==> src/rtl/dcache.sv <==
// Direct-mapped, write-through / write-allocate data cache: 16 one-word lines.
// Read hits are answered combinationally; misses and all writes go to memory.
`default_nettype none

module dcache (
  input  logic        CLK,
  input  logic        nRST,
  input  logic        dmemREN,
  input  logic        dmemWEN,
  input  logic [31:0] dmemaddr,
  input  logic [31:0] dmemstore,
  output logic        dhit,
  output logic [31:0] dmemload,
  output logic        dREN,
  output logic        dWEN,
  output logic [31:0] daddr,
  output logic [31:0] dstore,
  input  logic        dwait,
  input  logic [31:0] dload
);

  typedef enum logic [1:0] {IDLE = 2'd0, FILL = 2'd1, WRITE = 2'd2} state_t;

  state_t      state, state_n;
  logic [29:0] lat_addr;
  logic [31:0] lat_data;
  logic [15:0] valid;
  logic [25:0] tag_arr  [16];
  logic [31:0] data_arr [16];

  logic [3:0]  req_idx;
  logic [3:0]  lat_idx;
  logic        req_hit;
  logic        latch_req;
  logic        line_we;
  logic [31:0] line_wdata;
  logic        unused_addr_bits;

  assign req_idx          = dmemaddr[5:2];
  assign lat_idx          = lat_addr[3:0];
  assign req_hit          = valid[req_idx] && (tag_arr[req_idx] == dmemaddr[31:6]);
  assign unused_addr_bits = ^dmemaddr[1:0];

  always_comb begin
    state_n    = state;
    dhit       = 1'b0;
    dmemload   = 32'd0;
    dREN       = 1'b0;
    dWEN       = 1'b0;
    daddr      = 32'd0;
    dstore     = 32'd0;
    latch_req  = 1'b0;
    line_we    = 1'b0;
    line_wdata = lat_data;
    case (state)
      IDLE: begin
        if (dmemWEN) begin
          state_n   = WRITE;
          latch_req = 1'b1;
        end else if (dmemREN) begin
          if (req_hit) begin
            dhit     = 1'b1;
            dmemload = data_arr[req_idx];
          end else begin
            state_n   = FILL;
            latch_req = 1'b1;
          end
        end
      end
      FILL: begin
        dREN  = 1'b1;
        daddr = {lat_addr, 2'b00};
        if (!dwait) begin
          state_n    = IDLE;
          line_we    = 1'b1;
          line_wdata = dload;
        end
      end
      WRITE: begin
        dWEN   = 1'b1;
        daddr  = {lat_addr, 2'b00};
        dstore = lat_data;
        if (!dwait) begin
          state_n = IDLE;
          line_we = 1'b1;
          // A withdrawn write still lands in memory and the line, but is not acknowledged.
          dhit    = dmemWEN;
        end
      end
      default: state_n = IDLE;
    endcase
  end

  always_ff @(posedge CLK or negedge nRST) begin
    if (!nRST) begin
      state    <= IDLE;
      lat_addr <= 30'd0;
      lat_data <= 32'd0;
      valid    <= 16'd0;
      for (int i = 0; i < 16; i++) begin
        tag_arr[i]  <= 26'd0;
        data_arr[i] <= 32'd0;
      end
    end else begin
      state <= state_n;
      if (latch_req) begin
        lat_addr <= dmemaddr[31:2];
        lat_data <= dmemstore;
      end
      if (line_we) begin
        valid[lat_idx]    <= 1'b1;
        tag_arr[lat_idx]  <= lat_addr[29:4];
        data_arr[lat_idx] <= line_wdata;
      end
    end
  end

endmodule

`default_nettype wire

==> config.mk <==
export PLATFORM = sky130hd
export DESIGN_NAME = dcache
export DESIGN_NICKNAME = d
export VERILOG_FILES = /design/src/rtl/dcache.sv
export SDC_FILE = /design/constraint.sdc
export NUM_CORES = 2
export LEC_CHECK = 0
export BUFFER_PORTS_ARGS = -buffer_cell sky130_fd_sc_hd__buf_2
export CAP_MARGIN = 20
export CORE_MARGIN = 2
export CORE_UTILIZATION = 40
export DETAILED_ROUTE_END_ITERATION = 6
export GPL_TIMING_DRIVEN = 0
export PLACE_DENSITY_LB_ADDON = 0.25
export SYNTH_ARGS = -nofsm -noshare
export SYNTH_HDL_FRONTEND = slang
export SYNTH_SLANG_ARGS = --single-unit
==> constraint.sdc <==
create_clock -name CLK -period 4.21 [get_ports CLK]
set_input_delay 0.421 -clock CLK [delete_from_list [all_inputs] [get_ports CLK]]
set_output_delay 0.421 -clock CLK [all_outputs]
set_load 0.005 [all_outputs]
==> reports/metrics.csv <==
metric;value;unit
starting density of the core;40.4;%
leak pwr;0.0237;uW
Worst path top cell family by delay;simple AND/OR/NAND/NOR gates;
Tcrit/Tclk final;106;%
status;finished, violations left;
most frequent CP cell;mux4_2;
slew of the pin with the lowest slew margin;1.18;ns
CP Capture Type;output pin;
I/O Pins;200;
post-synthesis sequential area ratio;56.4;%
clk sinks;1008;
Most used DFF post-synth;dfrtp_1;
PwrDens;696;nW/um^2
die width;338;um
global-route wire length before repair;210;mm
CTS root buf;clkbuf_16;
WL met3;9.23;mm
PortBufs;192;
crit-path cells;mux4_2, mux4_2, xnor2_4, nand4_1, or4_4, or3_4, nor2b_2, buf_2;
number of global-route vias before repair;31192;
placed cell count;5101;
Synth Area in Compound Gates;6.22;%
final setup fails;33;
Routed Antenna Nets;0;
per-cell routed wire length;26.4;um
Synth cell types;46;
metal1 wirelength;60.3;mm
# H-tree levels;3;
HPWL Detailed;93.1;mm
Commonest cells post-synth;1008 x dfrtp_1, 536 x nand2_1, 518 x o21ai_0;
WP data required;3.79;ns
Post-synth ARST share;100;%
routed vias/inst;5.59;
clk_lat worst skew;0.70;ns
syn_area_per_cell;13.1;um^2
worst setup margin;-0.268;ns
most frequent cell after synthesis;dfrtp_1;
drt total wl;141;mm
fmax;0.223;GHz
initial antenna violation count;7;
fin cells;5355;
max cap viols;0;
Slew HR;21.4;%
metal2 WL;67.0;mm
WP buf/inv;1;
Yosys top cell by area;dfrtp_1;
1st-iter DRT viols;2228;
fraction of layout cells with a size suffix above 1;30.3;%
Fin. Hold Viols;0;
row count;122;
CP Data Arrival Time;4.06;ns
Worst Path Max Fanout;6;
First-pass DRT Iterations;5;
Post-Synth Simple-Gate Area;6.67;%
worst clock skew;0.0224;ns
Mapped Area;44700;um^2
Setup CP Type;register to output pin;
worst vdd ir;0.370;mV
Yosys reg bits;1008;
reg-to-reg startpoint;tag_arr[285];
core area;111000;um^2
Synth Area in Adders;0.0839;%
maximum clock path buffer count;3;
TritonCTS clock tree;yes;
Num CTS Buffers;109;
total gr overflow;0;
EDFF count, synth;0;
die area;115000;um^2
CP startpoint kind;register;
synth-to-layout area growth;17.4;%
Slowest Stage Delay on Critical Path;0.58;ns
slowest CP cell;or4_4;
Die H;338;um
Hold Path Origin;dmemaddr[6];
Slew Limit Fails;0;
Mapped Cells;3404;
most area-consuming cells after synthesis;dfrtp_1 56%, mux4_2 14%, mux2_2 11%, o21ai_0 5.8%, nand2_1 4.5%;
violated checks;setup timing;
Total Routing Usage GR;24.7;%
largest net degree at the start of global routing;161;
area share of the largest cell type after synthesis;56.4;%
Hold WC Path Type;input pin to register;
DRC;0;
total power draw;36500;uW
gpl congestion;0.837;
min cycle time layout;4.48;ns
Reg clk slew, reported paths;0.06;ns
routed vias;29939;
largest family of logic cells by synthesized area;multiplexers;
final net count;3884;
DR top layer;met5;
RSZ-0062 raised after global routing;true;
crit path launch;tag_arr[285];
multiplexer area fraction after synthesis;27.3;%
yosys warns;0;
Synth Area in XOR/XNOR;0.587;%
-- sequential cells by signal, indices dropped and copies added, names as in the netlist --
signal / flops
data_arr: 512
tag_arr: 416
lat_data: 32
lat_addr: 30
valid: 16
state: 2
-- cells in the final DEF, fill, tap and decap left out, drive strengths merged, types with 2 or more instances in the layout --
master	Yosys	layout
or4	2	2
nor4bb	2	2
inv	4	7
a31oi	3	3
nand2b	23	23
nand3b	2	2
nor2b	39	39
dlygate4sd3	0	50
nand4	6	6
nor3	2	2
and2	62	62
clkinvlp	0	2
o22ai	8	8
clkinv	0	19
nand2	536	536
xnor2	24	24
or2	2	2
nand3	7	7
clkbuf	242	408
mux2i	76	76
or3	2	2
buf	58	268
ha	3	3
mux2	479	479
mux4	269	269
dfrtp	1008	1008
o21ai	518	518
clkdlybuf4s15	0	5
bufinv	0	6
conb	1	2
a221oi	2	2
nor2	4	4
xor2	6	6
a21oi	2	2
-- cell families (layout without fill, tap and decap cells) --
family,after synthesis,after routing
AND/OR/NAND/NOR,692,692
multiplexers,824,824
adder cells (fa/ha/maj),3,3
other,1,3
flip-flops,1008,1008
buffers and inverters,304,765
AO/OA/AOI/OAI,542,542
XOR/XNOR,30,30
-- per-stage QoR --
step                      TNS, ns  hold WS, ns  utilization (%)  worst slack (ns)  area [um^2]
final                       -6.48       0.0369             47.4            -0.268        52500
after detailed placement  -150.79        0.405             43.2             -1.81        47900
after global routing        -9.00       0.0335             47.4            -0.313        52500
after global placement          -        0.444             42.9            -19.97        47600
after floorplan                 0        0.125                -             0.212        44800
after CTS                   -6.74      0.00445             47.2            -0.241        52300
-- where the power goes --
group | switching, uW | internal [uW] | leakage, uW
clock | 4000 | 5560 | 0.00173
sequential | 2230 | 13700 | 0.0131
combinational | 5800 | 5270 | 0.00888
-- cell type report --
cell class | instances | area (um^2)
Sequential cell | 1008 | 25200
Clock buffer | 167 | 3190
Multi-Input combinational cell | 2093 | 18500
Antenna cell | 1 | 2.50
Inverter | 4 | 15.0
Timing Repair Buffer | 264 | 1900
Fill cell | 10080 | 58300
Buffer | 300 | 1460
Tap cell | 1488 | 1860
Clock inverter | 30 | 339
-- final timing paths --
check / endpoint / slack, ns / cells past startpoint
max: dmemload[31] / -0.27 / 8
min: lat_addr[4] / 0.04 / 2
max reg2reg: lat_addr[9] / 0.14 / 9
min reg2reg: valid[6] / 0.47 / 1
max in group asynchronous: tag_arr[317] / 1.71 / 5
min in group asynchronous: lat_data[17] / 0.25 / 2
-- per-layer routing --
layer	track usage, %	vias to the layer above
met2	39.6	949
met5	0	-
met1	33.9	15830
li1	-	12895
met3	4.78	259
met4	8.17	6
-- repair_timing --
| item | in CTS | in global routing |
|---|---|---|
| pin swaps | 2 | 6 |
| hold buffers | 50 | 0 |
| buffers inserted | 1 | 0 |
| endpoints found under the setup margin | 95 | 33 |
| gates resized for setup | 120 | 28 |
| endpoints found under the hold margin | 158 | 0 |
(Power assumes the default switching activity.)
